`src/rtl/queue_param.sv`:
```
// -----------------------------------------------------------------------------
// queue_param
//   Parametrised single-clock FIFO. Buffers data between a producer and a
//   consumer that share one clock. Holds a true DEPTH entries: occupancy is
//   tracked in its own counter rather than inferred from the pointers. Read
//   data is registered and comes with a one-cycle valid strobe. Rejected
//   writes and reads raise sticky error flags until they are cleared.
//
// Parameters
//   DATA_W     data width in bits (>=1)
//   DEPTH      number of entries, power of 2, >=2
//   AF_THRESH  almost_full when count >= AF_THRESH
//   AE_THRESH  almost_empty when count <= AE_THRESH
//   CNT_W      occupancy width, derived from DEPTH (do not override)
//
// Ports
//   clk           in   rising-edge clock
//   reset         in   asynchronous active-low reset (0 = reset)
//   din           in   write data
//   write         in   write request
//   read          in   read request
//   clr_err       in   synchronous clear of overflow/underflow
//   dout          out  registered read data, holds between reads
//   dout_valid    out  1-cycle strobe, dout was updated this cycle
//   empty         out  count == 0
//   full          out  count == DEPTH
//   almost_empty  out  count <= AE_THRESH
//   almost_full   out  count >= AF_THRESH
//   count         out  current occupancy, 0..DEPTH
//   overflow      out  sticky, a write was rejected
//   underflow     out  sticky, a read was rejected
// -----------------------------------------------------------------------------
module queue_param #(
    parameter int DATA_W    = 16,
    parameter int DEPTH     = 8,
    parameter int AF_THRESH = 6,
    parameter int AE_THRESH = 2,
    parameter int CNT_W     = $clog2(DEPTH) + 1
) (
    input  logic              clk,
    input  logic              reset,
    input  logic [DATA_W-1:0] din,
    input  logic              write,
    input  logic              read,
    input  logic              clr_err,
    output logic [DATA_W-1:0] dout,
    output logic              dout_valid,
    output logic              empty,
    output logic              full,
    output logic              almost_empty,
    output logic              almost_full,
    output logic [CNT_W-1:0]  count,
    output logic              overflow,
    output logic              underflow
);

    localparam int PTR_W = $clog2(DEPTH);

    // Thresholds sized to the counter so every compare is width-matched.
    localparam logic [CNT_W-1:0] DEPTH_C = CNT_W'(DEPTH);
    localparam logic [CNT_W-1:0] AF_C    = CNT_W'(AF_THRESH);
    localparam logic [CNT_W-1:0] AE_C    = CNT_W'(AE_THRESH);
    localparam logic [CNT_W-1:0] ZERO_C  = {CNT_W{1'b0}};
    localparam logic [CNT_W-1:0] ONE_C   = CNT_W'(1);
    localparam logic [PTR_W-1:0] PTR_ONE = PTR_W'(1);

    // Storage is deliberately not reset; the pointers and count define
    // which entries are meaningful.
    logic [DATA_W-1:0] mem_r [DEPTH];

    logic [PTR_W-1:0]  head_r;
    logic [PTR_W-1:0]  tail_r;
    logic [CNT_W-1:0]  count_r;
    logic [DATA_W-1:0] dout_r;
    logic              dout_valid_r;
    logic              overflow_r;
    logic              underflow_r;

    logic              empty_s;
    logic              full_s;
    logic              rd_ok_s;
    logic              wr_ok_s;
    logic              wr_err_s;
    logic              rd_err_s;
    logic [CNT_W-1:0]  count_nxt_s;

    // Status decode straight off the registered count, so flags track count
    // in the same cycle.
    always_comb begin
        empty_s = (count_r == ZERO_C);
        full_s  = (count_r == DEPTH_C);
    end

    // Request qualification. A write into a full FIFO is still accepted when
    // a read frees a slot in the same cycle; a read from an empty FIFO is
    // never accepted, even if a write lands in that cycle.
    always_comb begin
        rd_ok_s  = read & ~empty_s;
        wr_ok_s  = write & (~full_s | rd_ok_s);
        wr_err_s = write & ~wr_ok_s;
        rd_err_s = read & ~rd_ok_s;
    end

    // Next occupancy: a simultaneous accepted read and write leaves it unchanged.
    always_comb begin
        count_nxt_s = count_r;
        case ({wr_ok_s, rd_ok_s})
            2'b10:   count_nxt_s = count_r + ONE_C;
            2'b01:   count_nxt_s = count_r - ONE_C;
            default: count_nxt_s = count_r;
        endcase
    end

    // Write port into the storage array; pointers wrap naturally at DEPTH.
    always_ff @(posedge clk) begin
        if (wr_ok_s) begin
            mem_r[head_r] <= din;
        end
    end

    // Pointer and occupancy registers.
    always_ff @(posedge clk or negedge reset) begin
        if (!reset) begin
            head_r  <= {PTR_W{1'b0}};
            tail_r  <= {PTR_W{1'b0}};
            count_r <= ZERO_C;
        end else begin
            if (wr_ok_s) begin
                head_r <= head_r + PTR_ONE;
            end else begin
                head_r <= head_r;
            end
            if (rd_ok_s) begin
                tail_r <= tail_r + PTR_ONE;
            end else begin
                tail_r <= tail_r;
            end
            count_r <= count_nxt_s;
        end
    end

    // Registered read data with its one-cycle valid strobe; dout holds
    // its last value when no read is accepted.
    always_ff @(posedge clk or negedge reset) begin
        if (!reset) begin
            dout_r       <= {DATA_W{1'b0}};
            dout_valid_r <= 1'b0;
        end else begin
            if (rd_ok_s) begin
                dout_r       <= mem_r[tail_r];
                dout_valid_r <= 1'b1;
            end else begin
                dout_r       <= dout_r;
                dout_valid_r <= 1'b0;
            end
        end
    end

    // Sticky error flags. A fresh error takes priority over clr_err so an
    // error landing in the clearing cycle is never lost.
    always_ff @(posedge clk or negedge reset) begin
        if (!reset) begin
            overflow_r  <= 1'b0;
            underflow_r <= 1'b0;
        end else begin
            if (wr_err_s) begin
                overflow_r <= 1'b1;
            end else if (clr_err) begin
                overflow_r <= 1'b0;
            end else begin
                overflow_r <= overflow_r;
            end
            if (rd_err_s) begin
                underflow_r <= 1'b1;
            end else if (clr_err) begin
                underflow_r <= 1'b0;
            end else begin
                underflow_r <= underflow_r;
            end
        end
    end

    assign dout         = dout_r;
    assign dout_valid   = dout_valid_r;
    assign count        = count_r;
    assign overflow     = overflow_r;
    assign underflow    = underflow_r;
    assign empty        = empty_s;
    assign full         = full_s;
    assign almost_empty = (count_r <= AE_C);
    assign almost_full  = (count_r >= AF_C);

endmodule

```
`config.mk`:
```
export PLATFORM = sky130hd
export DESIGN_NAME = queue_param
export DESIGN_NICKNAME = d
export VERILOG_FILES = /design/src/rtl/queue_param.sv
export SDC_FILE = /design/constraint.sdc
export NUM_CORES = 1
export LEC_CHECK = 0
export BUFFER_PORTS_ARGS = -buffer_cell sky130_fd_sc_hd__buf_4
export CORE_UTILIZATION = 24
export CTS_BUF_LIST = sky130_fd_sc_hd__clkbuf_4 sky130_fd_sc_hd__clkbuf_8
export DETAILED_ROUTE_END_ITERATION = 7
export PLACE_DENSITY = 0.4
export SETUP_SLACK_MARGIN = 0.02
export SLEW_MARGIN = 0
export SYNTH_ARGS = -nofsm -noshare
export SYNTH_HDL_FRONTEND = slang
export SYNTH_SLANG_ARGS = --single-unit
export TNS_END_PERCENT = 10
```
`constraint.sdc`:
```
create_clock -name clk -period 7.85 [get_ports clk]
set_clock_uncertainty 0.15 [all_clocks]
set_input_delay 0.785 -clock clk [delete_from_list [all_inputs] [get_ports clk]]
set_output_delay 0.785 -clock clk [all_outputs]
set_load 0.05 [all_outputs]
```
* Word-level counts from Yosys, hierarchy flattened
Memories as Yosys holds them, arrays and structs flattened. A register that Yosys moved wholly into a read port is not among the register bits. Cells that the tools add are included.
Storage, ports and cells: bits in registers 13, input port bits 21, bits in writable memories 128, output and inout port bits 27, word-level logic and storage cells 37, memories 1
Cells by class: bitwise gates (word level) 9, equality and inequality tests 3, magnitude comparators 2, multiplexer cells 7, add/sub/neg operators 4, reduce and logical (&&, ||, !) cells 5
Memories:
- mem_r | words 8, bits a word 16, read ports 1, clocked after Yosys merged registers in 1, write ports 1, RTL line 69 | logic [DATA_W-1:0] mem_r [DEPTH];
Operators by type and width (number):
- $pmux W4 S2 | 1
- $add A3 B1 Y3 const B | 2
- $mux W1 | 6
- $reduce_bool A2 Y1 | 3
- $add A4 B1 Y4 const B | 1
- $and A1 B1 Y1 | 4
- $eq A4 B4 Y1 const B | 1
- $ge A4 B3 Y1 const B | 1
- $le A4 B2 Y1 const B | 1
- $logic_not A4 Y1 | 1
- $not A1 Y1 | 4
- $sub A4 B1 Y4 const B | 1
- $eq A2 B1 Y1 const B | 1
- $eq A2 B2 Y1 const B | 1
- $logic_not A1 Y1 | 1
- $or A1 B1 Y1 | 1

* Longest topological paths before layout
word-level depth 8, depth in mapped cells 9

* Least setup slack after synthesis
OpenSTA, ideal clock, no wires.
kind input to register, from input port write, to memory mem_r[1][0] (enable), library setup time 0.436 ns, stages on the path 3, required time 7.264 ns, data arrival time 2.938 ns, setup slack 4.325 ns, cells stage by stage clkbuf_1 o21ai_2 nor4b_1
On the way: cells in the longest elaborated chain, start to end 3
Ends and longest elaborated chain:
- start, declared | RTL line 43 | input logic write,
- $and A1 B1 Y1 | RTL line 99 | wr_ok_s = write & (~full_s | rd_ok_s);
- $mux W1 | RTL line 116 | if (wr_ok_s) begin
- $mux W1 (implied by the code) | RTL line 117 | mem_r[head_r] <= din;
- end, declared | RTL line 69
No other way between the ends.

* Worst setup path in the final report
from register count_r[2] (netlist: count[2]), to output port full
On the way: cells in the longest elaborated chain, start to end 1
Ends and longest elaborated chain:
- start, declared | RTL line 73 | logic [CNT_W-1:0] count_r;
- start signal, assigned | RTL line 138 | count_r <= count_nxt_s;
- $eq A4 B4 Y1 | RTL line 91 | full_s = (count_r == DEPTH_C);
- end, declared | RTL line 49 | output logic full,
No other way between the ends.

==> run summary <==
By area the synthesized netlist is led by sky130_fd_sc_hd__edfxtp_1, sky130_fd_sc_hd__dfrtp_1, sky130_fd_sc_hd__mux2_2. The tools report the pre-CTS setup slack as 4850 ps. The logs give 7780 um for the post-detailed-placement half-perimeter wirelength and 20,700 um for the wire length of the first global-routing pass. The run gives 0.110 as the combined global-route utilization of all metal layers. Wires add up to 13,600 um.

Summing every instance area after synthesis gives 6240 um2. The number of vias in the routed layout was 3,260; the layout net count was 453. Number of buffers inserted by post-CTS setup repair: 0.

The final-report hold violation count was 0; the final setup violation count was 0. The root buffer cell chosen for the clock tree is sky130_fd_sc_hd__clkbuf_8. The maximum fanout encountered on the critical timing path came out at 9.

The logs give 353 MHz for the highest attainable clock frequency and 5040 ps for the register-to-register setup slack. The final max-slew violation count came out at 0. Summed over all instances, the cell type with the most area after synthesis is sky130_fd_sc_hd__edfxtp_1. The smallest clock period supported by the final layout is computed as 2830 ps.

Power comes to 2860 uW. After routing the design area is 7430 um2. The placed instances occupy a cell area of 7010 um2. STA classifies the critical path endpoint as a primary output.

The initial antenna violation count is 0, and the via count of the first global-routing pass is 3,449. The number of synthesis warnings is 0. TritonCTS built the clock tree. The routed via count divided by cell count is 4.23, and the critical path data arrival time is 1900 ps. The tools report the reg-to-reg startpoint as count[2].

Number of placement rows: 58. The floorplan step defined a die boundary enclosing 26,600 um2. The tools report the level count of the clock H-tree as 4. The required arrival time at the worst endpoint is 6910 ps. The signal on the critical path passes through or4b_1, inv_1, buf_4.

At the end of routability-driven placement, the weighted congestion stood at 0.707. The tools report the I/O pin total as 48. Startpoint class of the critical path: a flop.

Max-cap violations in this run came to 0. The run finished with clean final reports. The synthesis-to-finish area growth came out at 19.2%. For this block, the initial DRC count from the detailed router was 195.

The logs give 0 for the number of DRC violations after detailed routing and 0 for the number of diodes. The chip height works out to 163 um. The total area inside the core boundary comes to 25,300 um2. The clock slew at the register clock pins of the worst setup and hold paths is 90 ps, and the number of port buffers is 47. Buffers inserted to repair hold after CTS numbered 0. Summed over all layers, the global routing overflow is 0. The average detailed-routed wire length per instance was 17.7 um. On the critical path, the stage with the largest delay is an instance of sky130_fd_sc_hd__or4b_1. The final period utilization works out to 0.361. The first-pass iteration count of the detailed router was 4. For the source-to-sink clock delay at the later pin of the worst-skew pair, the log shows 440 ps. The kind of critical path is flop to primary output. Post-synth net total: 397. Setup repair after global routing left no endpoint under its margin. The chip width works out to 163 um.

Leaving out fill and tap cells, the most frequent cell in the layout is sky130_fd_sc_hd__edfxtp_1. The tools report the worst-case headroom to the max-slew limit as 0.264. Entering global routing, the biggest net connects 67 pins. Power density over cell area: 385 nW/um2. The average size of a mapped cell was 16.8 um2. The synthesized netlist cell count was 371. For this run, the slowest stage of the critical path takes 670 ps. Leaving out fill and tap cells, the most frequent cells in the layout are sky130_fd_sc_hd__edfxtp_1, sky130_fd_sc_hd__buf_4, sky130_fd_sc_hd__mux2i_1, sky130_fd_sc_hd__mux2_2, sky130_fd_sc_hd__nand2_1. The worst register-to-register path ends at count[3]. In this run, CTS created clock tree buffers numbering 17. The fraction of post-synthesis cell area in the top cell type by area was 0.616; the worst hold margin was 135 ps.

The share of cells above drive strength 1 is 0.309. After synthesis, the netlist uses 38 different library cells. For this design the static power due to leakage is 0.00267 uW. The logs give 0.268 mV for the worst voltage drop across the vdd grid and 0 for the post-cts gate resize count. The initial core utilization is 0.246, and the worst-case reg-to-reg path depth is 9. The maximum clock insertion buffer count was 2; the number of nets with antenna violations after routing was 0. The setup TNS is 0 ps. The path class of the tightest hold or removal check is primary input to asynchronous set/reset pin.

The tools report the portion of the post-synthesis area used by sequential elements as 0.733. The synthesized design contains 157 register bits. The transition time at the pin with the least slew margin is 1100 ps, and the final worst setup slack is 5020 ps. The clock drives 157 sinks.
-- routing by layer --
layer,share of wire,GRT usage,up-vias
li1,-,-,1552
met1,0.47,0.142,1637
met2,0.48,0.177,57
met3,0.046,0.0305,14
met4,0.012,0.0357,0
met5,0,0,-
-- final cells by class --
type,instances,area (um2)
Fill cell,2500,17900
Sequential cell,157,4570
Multi-Input combinational cell,185,1560
Timing Repair Buffer,58,435
Tap cell,330,413
Clock buffer,18,241
Clock inverter,14,183
Inverter,8,30.0
-- critical path: cells and delay by family (launching register included) --
family | cells | cell delay (ps)
flops | 1 | 500
buf+inv | 2 | 290
simple gates | 1 | 670
-- through the flow --
step                utilization  cells
finish                    0.293    770
global route              0.293    770
CTS                       0.293    770
detailed placement        0.277    738
global placement          0.277    738
floorplan                     -    371
-- worst max-delay path by stage --
| stage | start | endpoint | cells after the start |
|---|---|---|---|
| 2_1_floorplan | write | mem_r[1][0] | 3 |
| 3_3_place_gp | read | count[3] | 10 |
| 3_5_place_dp | read | count[3] | 10 |
| 4_1_cts | count[2] | full | 3 |
| 5_1_grt | count[2] | count[3] | 9 |
| 6_report | count[2] | full | 3 |
-- state kept, by name, indices dropped and copies added (netlist names) --
name and count:
head_r 3, underflow 1, overflow 1, dout 16, mem_r 128, count 4
tail_r 3, dout_valid 1
-- Yosys cell counts --
cell / n
sky130_fd_sc_hd__buf_4: 3
sky130_fd_sc_hd__edfxtp_1: 128
sky130_fd_sc_hd__a21o_1: 2
sky130_fd_sc_hd__o21ai_1: 2
sky130_fd_sc_hd__fa_1: 1
sky130_fd_sc_hd__o22ai_1: 16
sky130_fd_sc_hd__buf_2: 5
sky130_fd_sc_hd__xnor2_1: 6
sky130_fd_sc_hd__o32ai_1: 1
sky130_fd_sc_hd__a211oi_1: 1
sky130_fd_sc_hd__mux2_2: 32
sky130_fd_sc_hd__nand2b_1: 2
sky130_fd_sc_hd__a311oi_2: 1
sky130_fd_sc_hd__mux2_4: 1
sky130_fd_sc_hd__nor4_1: 2
sky130_fd_sc_hd__nor2_1: 4
sky130_fd_sc_hd__o41ai_4: 1
sky130_fd_sc_hd__dfrtp_1: 29
sky130_fd_sc_hd__ha_1: 4
sky130_fd_sc_hd__clkbuf_1: 8
sky130_fd_sc_hd__or4b_1: 1
sky130_fd_sc_hd__a221o_1: 16
sky130_fd_sc_hd__a21oi_1: 1
sky130_fd_sc_hd__nor4b_1: 1
sky130_fd_sc_hd__nor3_1: 3
sky130_fd_sc_hd__inv_1: 8
sky130_fd_sc_hd__or3_4: 1
sky130_fd_sc_hd__nor3b_1: 2
sky130_fd_sc_hd__o21ai_2: 1
sky130_fd_sc_hd__nand2_1: 29
sky130_fd_sc_hd__nor2b_1: 1
sky130_fd_sc_hd__o211ai_1: 1
sky130_fd_sc_hd__o21ai_0: 15
sky130_fd_sc_hd__buf_6: 3
sky130_fd_sc_hd__mux2i_1: 34
sky130_fd_sc_hd__o21a_1: 1
sky130_fd_sc_hd__xor2_1: 2
sky130_fd_sc_hd__buf_1: 2
-- power breakdown --
group | switching (uW) | internal, uW
sequential | 110 | 1070
combinational | 659 | 394
clock | 306 | 324
total | 1070 | 1790
-- cell families (layout without fill, tap and decap cells) --
logic type,Yosys count,count (layout),synth area share
muxes,67,67,0.115
xor gates and xnor gates,8,8,0.0112
adders and majority gates,5,5,0.0112
buffers and inverters,29,98,0.0239
DFF,157,157,0.733
AOI/OAI and AO/OA,59,59,0.0718
and+or+nand+nor,46,46,0.0345
(Power assumes the default switching activity.)
